**src/rtl/multi_operand_reduce_pkg.sv**
```systemverilog
// reduce_pkg: shared types for multi_operand_reduce.
//   mode_t  : reduction mode (SUM, MAC, MAX, MIN), values match the `mode` port encoding
//   state_t : controller states (IDLE, RUN, DONE)
package reduce_pkg;

  localparam logic [1:0] MODE_SUM = 2'b00;
  localparam logic [1:0] MODE_MAC = 2'b01;
  localparam logic [1:0] MODE_MAX = 2'b10;
  localparam logic [1:0] MODE_MIN = 2'b11;

  typedef enum logic [1:0] {
    SUM = MODE_SUM,
    MAC = MODE_MAC,
    MAX = MODE_MAX,
    MIN = MODE_MIN
  } mode_t;

  typedef enum logic [1:0] {
    IDLE,
    RUN,
    DONE
  } state_t;

endpackage

```
**src/rtl/multi_operand_reduce_if.sv**
```systemverilog
// multi_operand_reduce_if: request/response bundle of the reduction engine.
//   start    : request, accepted only while the engine is idle
//   mode     : 00 SUM, 01 MAC, 10 MAX, 11 MIN
//   operands : N elements of WIDTH bits, element k at [k*WIDTH +: WIDTH]
//   result   : final reduction, held until the next accepted request
//   done     : one-cycle pulse when result becomes valid
//   busy     : high while an operation is in flight (RUN or DONE)
//   overflow : sticky carry-out flag of the current SUM/MAC operation
// master = requester side, slave = engine side.
interface multi_operand_reduce_if #(
  parameter int WIDTH     = 32,
  parameter int N         = 8,
  parameter int ACC_WIDTH = 2 * WIDTH + $clog2(N)
) ();

  logic                   start;
  logic [1:0]             mode;
  logic [N*WIDTH-1:0]     operands;
  logic [ACC_WIDTH-1:0]   result;
  logic                   done;
  logic                   busy;
  logic                   overflow;

  modport master (
    output start, mode, operands,
    input  result, done, busy, overflow
  );

  modport slave (
    input  start, mode, operands,
    output result, done, busy, overflow
  );

endinterface

```
**src/rtl/multi_operand_reduce_step.sv**
```systemverilog
// reduce_step: one combinational reduction step.
//   mode     : operation of this step
//   acc      : current accumulator
//   a, b     : operands (b only matters for MAC, where the step adds a*b)
//   acc_next : accumulator after the step
//   carry    : carry out of ACC_WIDTH for SUM/MAC, always 0 for MAX/MIN
module reduce_step
  import reduce_pkg::*;
#(
  parameter int WIDTH     = 32,
  parameter int ACC_WIDTH = 67
) (
  input  mode_t                mode,
  input  logic [ACC_WIDTH-1:0] acc,
  input  logic [WIDTH-1:0]     a,
  input  logic [WIDTH-1:0]     b,
  output logic [ACC_WIDTH-1:0] acc_next,
  output logic                 carry
);

  logic [2*WIDTH-1:0]   prod;
  logic [ACC_WIDTH-1:0] a_ext;
  logic [ACC_WIDTH-1:0] prod_ext;
  logic [ACC_WIDTH-1:0] addend;
  logic [ACC_WIDTH:0]   sum;

  always_comb begin
    prod     = {{WIDTH{1'b0}}, a} * {{WIDTH{1'b0}}, b};
    a_ext    = ACC_WIDTH'(a);
    // Zero-extends or truncates the full product to the accumulator width.
    prod_ext = ACC_WIDTH'(prod);
    addend   = (mode == MAC) ? prod_ext : a_ext;
    sum      = {1'b0, acc} + {1'b0, addend};

    acc_next = acc;
    carry    = 1'b0;
    case (mode)
      SUM, MAC: begin
        acc_next = sum[ACC_WIDTH-1:0];
        carry    = sum[ACC_WIDTH];
      end
      MAX:     acc_next = (a_ext > acc) ? a_ext : acc;
      MIN:     acc_next = (a_ext < acc) ? a_ext : acc;
      default: acc_next = acc;
    endcase
  end

endmodule

```
**src/rtl/multi_operand_reduce.sv**
```systemverilog
// multi_operand_reduce: latches N operands on start and reduces them one step per
// clock (SUM, pairwise MAC, unsigned MAX, unsigned MIN).
//   clk : clock, all state on the rising edge
//   rst : synchronous active-low reset
//   bus : request/response bundle (slave side), see multi_operand_reduce_if
module multi_operand_reduce
  import reduce_pkg::*;
#(
  parameter int WIDTH     = 32,
  parameter int N         = 8,
  parameter int ACC_WIDTH = 2 * WIDTH + $clog2(N)
) (
  input  logic                  clk,
  input  logic                  rst,
  multi_operand_reduce_if.slave bus
);

  localparam int CNT_W = $clog2(N) + 1;
  localparam int IW    = $clog2(N);
  localparam logic [CNT_W-1:0] LAST_FULL = CNT_W'(N - 1);
  localparam logic [CNT_W-1:0] LAST_HALF = CNT_W'(N / 2 - 1);

  state_t               state_q, state_d;
  mode_t                mode_q, mode_d;
  logic [CNT_W-1:0]     cnt_q, cnt_d;
  logic [ACC_WIDTH-1:0] acc_q, acc_d;
  logic [ACC_WIDTH-1:0] result_q, result_d;
  logic                 ovf_q, ovf_d;

  logic [WIDTH-1:0]     op_in [N];
  logic [WIDTH-1:0]     ops_q [N];
  logic [WIDTH-1:0]     ops_d [N];

  logic [IW-1:0]        idx_a, idx_b;
  logic [CNT_W-1:0]     last_cnt;
  logic [ACC_WIDTH-1:0] step_acc;
  logic                 step_carry;

  genvar gi;
  generate
    for (gi = 0; gi < N; gi++) begin : g_unpack
      assign op_in[gi] = bus.operands[gi*WIDTH +: WIDTH];
    end
  endgenerate

  // MAC consumes operands in pairs (2*cnt, 2*cnt+1); the other modes walk one by one.
  always_comb begin
    idx_a    = (mode_q == MAC) ? IW'(cnt_q << 1) : IW'(cnt_q);
    idx_b    = idx_a | IW'(1);
    last_cnt = (mode_q == MAC) ? LAST_HALF : LAST_FULL;
  end

  reduce_step #(
    .WIDTH     (WIDTH),
    .ACC_WIDTH (ACC_WIDTH)
  ) u_step (
    .mode     (mode_q),
    .acc      (acc_q),
    .a        (ops_q[idx_a]),
    .b        (ops_q[idx_b]),
    .acc_next (step_acc),
    .carry    (step_carry)
  );

  always_comb begin
    state_d  = state_q;
    mode_d   = mode_q;
    cnt_d    = cnt_q;
    acc_d    = acc_q;
    result_d = result_q;
    ovf_d    = ovf_q;
    ops_d    = ops_q;

    case (state_q)
      IDLE: begin
        if (bus.start) begin
          ops_d   = op_in;
          mode_d  = mode_t'(bus.mode);
          cnt_d   = '0;
          ovf_d   = 1'b0;
          // MIN starts from the largest value so the first operand always wins.
          acc_d   = (bus.mode == MODE_MIN) ? '1 : '0;
          state_d = RUN;
        end
      end
      RUN: begin
        acc_d = step_acc;
        ovf_d = ovf_q | step_carry;
        cnt_d = cnt_q + CNT_W'(1);
        if (cnt_q == last_cnt) begin
          result_d = step_acc;
          state_d  = DONE;
        end
      end
      DONE:    state_d = IDLE;
      default: state_d = IDLE;
    endcase
  end

  always_ff @(posedge clk) begin
    if (!rst) begin
      state_q  <= IDLE;
      mode_q   <= SUM;
      cnt_q    <= '0;
      acc_q    <= '0;
      result_q <= '0;
      ovf_q    <= 1'b0;
    end else begin
      state_q  <= state_d;
      mode_q   <= mode_d;
      cnt_q    <= cnt_d;
      acc_q    <= acc_d;
      result_q <= result_d;
      ovf_q    <= ovf_d;
    end
  end

  // Operand bank is always written on accept before use, so it needs no reset.
  always_ff @(posedge clk) begin
    ops_q <= ops_d;
  end

  assign bus.result   = result_q;
  assign bus.done     = (state_q == DONE);
  assign bus.busy     = (state_q != IDLE);
  assign bus.overflow = ovf_q;

endmodule

```
**src/flat_wrapper.sv**
```systemverilog
// flat-port wrapper written by rule: the top's interface ports become plain ports
module multi_operand_reduce_flat import reduce_pkg::*;
#(
  parameter int WIDTH     = 32,
  parameter int N         = 8,
  parameter int ACC_WIDTH = 2 * WIDTH + $clog2(N)
)
  (clk, rst, bus_start, bus_mode, bus_operands, bus_result, bus_done, bus_busy, bus_overflow);
  multi_operand_reduce_if #(.WIDTH(WIDTH), .N(N), .ACC_WIDTH(ACC_WIDTH)) bus_i ();
  input  logic clk;
  input  logic rst;
  input wire logic [$bits(bus_i.start)-1:0] bus_start;
  input wire logic [$bits(bus_i.mode)-1:0] bus_mode;
  input wire logic [$bits(bus_i.operands)-1:0] bus_operands;
  output wire logic [$bits(bus_i.result)-1:0] bus_result;
  output wire logic [$bits(bus_i.done)-1:0] bus_done;
  output wire logic [$bits(bus_i.busy)-1:0] bus_busy;
  output wire logic [$bits(bus_i.overflow)-1:0] bus_overflow;
  assign bus_i.start = bus_start;
  assign bus_i.mode = bus_mode;
  assign bus_i.operands = bus_operands;
  assign bus_result = bus_i.result;
  assign bus_done = bus_i.done;
  assign bus_busy = bus_i.busy;
  assign bus_overflow = bus_i.overflow;
  multi_operand_reduce #(.WIDTH(WIDTH), .N(N), .ACC_WIDTH(ACC_WIDTH)) u_core (.clk(clk), .rst(rst), .bus(bus_i));
endmodule
```
**config.mk**
```make
export PLATFORM = sky130hd
export DESIGN_NAME = multi_operand_reduce_flat
export DESIGN_NICKNAME = d
export VERILOG_FILES = /design/src/rtl/multi_operand_reduce_pkg.sv /design/src/rtl/multi_operand_reduce_if.sv /design/src/rtl/multi_operand_reduce_step.sv /design/src/rtl/multi_operand_reduce.sv /design/src/flat_wrapper.sv
export SDC_FILE = /design/constraint.sdc
export NUM_CORES = 2
export LEC_CHECK = 0
export BUFFER_PORTS_ARGS = -buffer_cell sky130_fd_sc_hd__buf_4
export CAP_MARGIN = 20
export CORE_MARGIN = 2
export CORE_UTILIZATION = 50
export DETAILED_ROUTE_END_ITERATION = 10
export PLACE_DENSITY = 0.77
export SYNTH_ARGS = -nofsm -noshare
export SYNTH_HDL_FRONTEND = slang
export SYNTH_SLANG_ARGS = --single-unit
```
**constraint.sdc**
```tcl
create_clock -name clk -period 30.7 [get_ports clk]
set_input_delay 6.14 -clock clk [delete_from_list [all_inputs] [get_ports clk]]
set_output_delay 6.14 -clock clk [all_outputs]
set_load 0.1 [all_outputs]
```
==> run_results.csv <==
group,metric,value,unit
status,outcome,"completed",
setup_path,startpoint_type,"flip-flop",
synthesis,ys_seq_elements,399,
global_route,grt_max_degree,119,
synthesis,synth_top_cell_area_share,33.3,%
sta,setup_viol,0,
clock_network,cts_made_buffers,42,
die,pin_count,331,
clock_network,clk_latency,0.61,ns
global_route,grt_pass1_vias,46000,
sta,rsz0062_at_grt,"no",
clock_network,postCtsSetupBuffers,0,
clock_network,ctsLongestPathBuffers,3,
synthesis,ys_types,97,
setup_path,startpoint,"u_core.mode_q[1]",
setup_path,required,31.19,ns
sta,max_clock_freq,0.0650,GHz
placement,gp_congestion,1.04,
sta,fin_crit_sh,50.1,%
clock_network,cts.sinks,399,
synthesis,netlist_area,0.0540,mm²
synthesis,synth_area_leaders,"fa_1 33%, edfxtp_1 14%, ha_1 8.3%",
global_route,antenna_found_initial,5,
synthesis,syn_avg_cell_area,9.12,µm²
global_route,groute.usage.overall,33.1,%
route,wl_per_cell,24.5,µm
route,antenna_left,0,
setup_path,endpoint,"u_core.acc_q[65]",
synthesis,syn_nets,7442,
cells_and_area,final_common_cell,"inv_1",
sta,drv_slew,0,
synthesis,synth_compound_area_share,11.6,%
setup_path,critPathKind,"flip-flop to flip-flop",
die,die_area,0.111,mm²
sta,hold_violations,0,
synthesis,async_flop_share,0,%
sta,worstMarginPinSlew,1.27,ns
synthesis,synthFlopType,"edfxtp_1",
clock_network,ctsHtreeMaxLevel,2,
die,initial_core_util,50.4,%
route,drc,0,
setup_path,timing.rr.end,"u_core.acc_q[65]",
route,vias,45000,
synthesis,synthSimpleGateAreaFrac,13.9,%
setup_path,critPathSlowestCell,"o21ai_0",
global_route,overflow,0,
synthesis,synth_top_family_by_area,"adder cells",
die,core-area,0.107,mm²
clock_network,cts_root_buf,"clkbuf_16",
route,drt_wl_total,184000,µm
placement,dp_hpwl,139000,µm
synthesis,synth-edff-count,256,
cells_and_area,drive_gt1_share,10.6,%
synthesis,ys_seq_area_share,19.5,%
sta,finClkSkew,0.0185,ns
sta,min_period,15.39,ns
clock_network,cts_tree,"done",
clock_network,cts.repair.resized,0,
setup_path,r2r_slack,15.31,ns
sta,max_slew_margin,15.4,%
synthesis,synth_xor_area_share,1.82,%
sta,fin_setup_tns,0,ns
job,cap_violations,0,
setup_path,worst-path-max-fanout,71,
placement,io_buffer_count,330,
route,vias_per_cell,6.01,
synthesis,yosys.area.top_type,"fa_1",
die,die_h,333,µm
global_route,grt_first_pass_wirelength,277000,µm
setup_path,end_kind,"flip-flop",
cells_and_area,syn2layout_area_growth,9.23,%
die,die_w,333,µm
die,row_count,120,
setup_path,slowest_delay,0.89,ns
clock_network,path_clk_slew,0.06,ns
setup_path,crit_top_cell,"fa_1",
synthesis,syn_inst,5924,
setup_path,worst_ep_arrival_time,15.88,ns
synthesis,synthAdderAreaFrac,41.6,%
setup_path,ff2ff_path_depth,40,
synthesis,muxShareOfSynthArea,1.99,%
worst_hold_path,min_path_type,"flip-flop to flip-flop",
cells_and_area,layout_common_cells,"961 x inv_1, 897 x fa_1, 840 x nand2_1, 665 x nor2_1, 425 x buf_4",
route,drt_iter0_drc,4815,
route,dr.pass1.iters,7,
cells_and_area,fin_nets,7562,
setup_path,rr_startpoint,"u_core.mode_q[1]",
synthesis,ys_warn_count,0,
clock_network,holdBufCountCts,0,
area by class of cell:
cell class	count	area (µm²)
clock inverter	19	171
fill	9268	48100
tap	1403	1760
clock buffer	57	1130
inverter	982	3690
sequential	399	10600
multi-input combinational	4190	38400
timing repair buffer	429	3270
antenna	7	17.5
registers in the layout, summed over array words and instances, names as in the netlist:
register / count
u_core.ops_q: 256
u_core.acc_q: 67
u_core.bus.result: 67
u_core.cnt_q: 4
u_core.mode_q: 2
u_core.state_q: 2
u_core.bus.overflow: 1
Yosys cell counts (12+ instances only):
cell type    n
xnor2_1     70
o31ai_1     13
o21ai_1     27
o21a_1      50
nand4_1     47
ha_1       360
xor2_1      42
a31oi_1     21
a21oi_1    319
a221oi_1    12
buf_2       57
nand2_1    840
nand3_1     72
buf_1       13
nor2b_1     21
a21o_1      74
nor2_1     667
mux4_2      39
a22oi_1     12
o211ai_1    25
fa_1       897
dfxtp_1    143
buf_4       12
clkbuf_1   262
nor4_1      15
o21ai_0    167
and2_1      54
inv_2       18
nand2b_1    24
inv_1      962
edfxtp_1   256
a211oi_1    52
and3_1      18
o211a_1     14
o21bai_1    34
nor3_1      27
cell families after synthesis:
family	Yosys count
AOI/OAI and AO/OA	950
xor gates and xnor gates	112
adders and majority gates	1257
buffers and inverters	1335
DFF	399
muxes	55
and+or+nand+nor	1816
worst max-delay path: cells and delay by family, from the launching register on:
kind                     cells  cell delay [ns]
multiplexers                 1             0.27
XOR/XNOR                     1             0.21
buffers and inverters        6             2.76
AND/OR/NAND/NOR             10             2.58
flip-flops                   1             0.31
AO/OA/AOI/OAI               12             3.96
adder cells (fa/ha/maj)     10             4.99
how the worst min path moves through the flow:
stage	from	end	cells past startpoint	slack [ns]
floorplan	u_core.acc_q[49]	u_core.acc_q[49]	2	0.46
global placement	u_core.bus.result[47]	u_core.bus.result[47]	2	0.43
detailed placement	u_core.bus.result[47]	u_core.bus.result[47]	2	0.43
CTS	u_core.bus.result[47]	u_core.bus.result[47]	2	0.45
global route	u_core.bus.overflow	u_core.bus.overflow	2	0.49
finish	u_core.bus.result[47]	u_core.bus.result[47]	2	0.46
per-stage QoR:
stage | setup slack, ns | instances | hold WS [ns] | util [%] | area, µm²
floorplan | 16.52 | 5924 | 0.463 | - | 54000
global placement | 16.00 | 7399 | 0.433 | 53.8 | 57600
detailed placement | 15.84 | 7402 | 0.430 | 53.8 | 57600
CTS | 15.77 | 7478 | 0.453 | 55.1 | 58900
global route | 14.90 | 7482 | 0.489 | 55.1 | 59000
finish | 15.31 | 7486 | 0.457 | 55.1 | 59000
layer usage:
layer	vias up	global-route usage (%)	wire, µm
met2	2815	53.4	85700
li1	19100	-	-
met3	742	8.16	20600
met1	22300	40.5	64100
met4	4	19.1	13100
met5	-	0.304	64
Power is left out: the tool's default activity adds up to more than one toggle a clock period on the data nets, which glitch-free logic cannot reach.
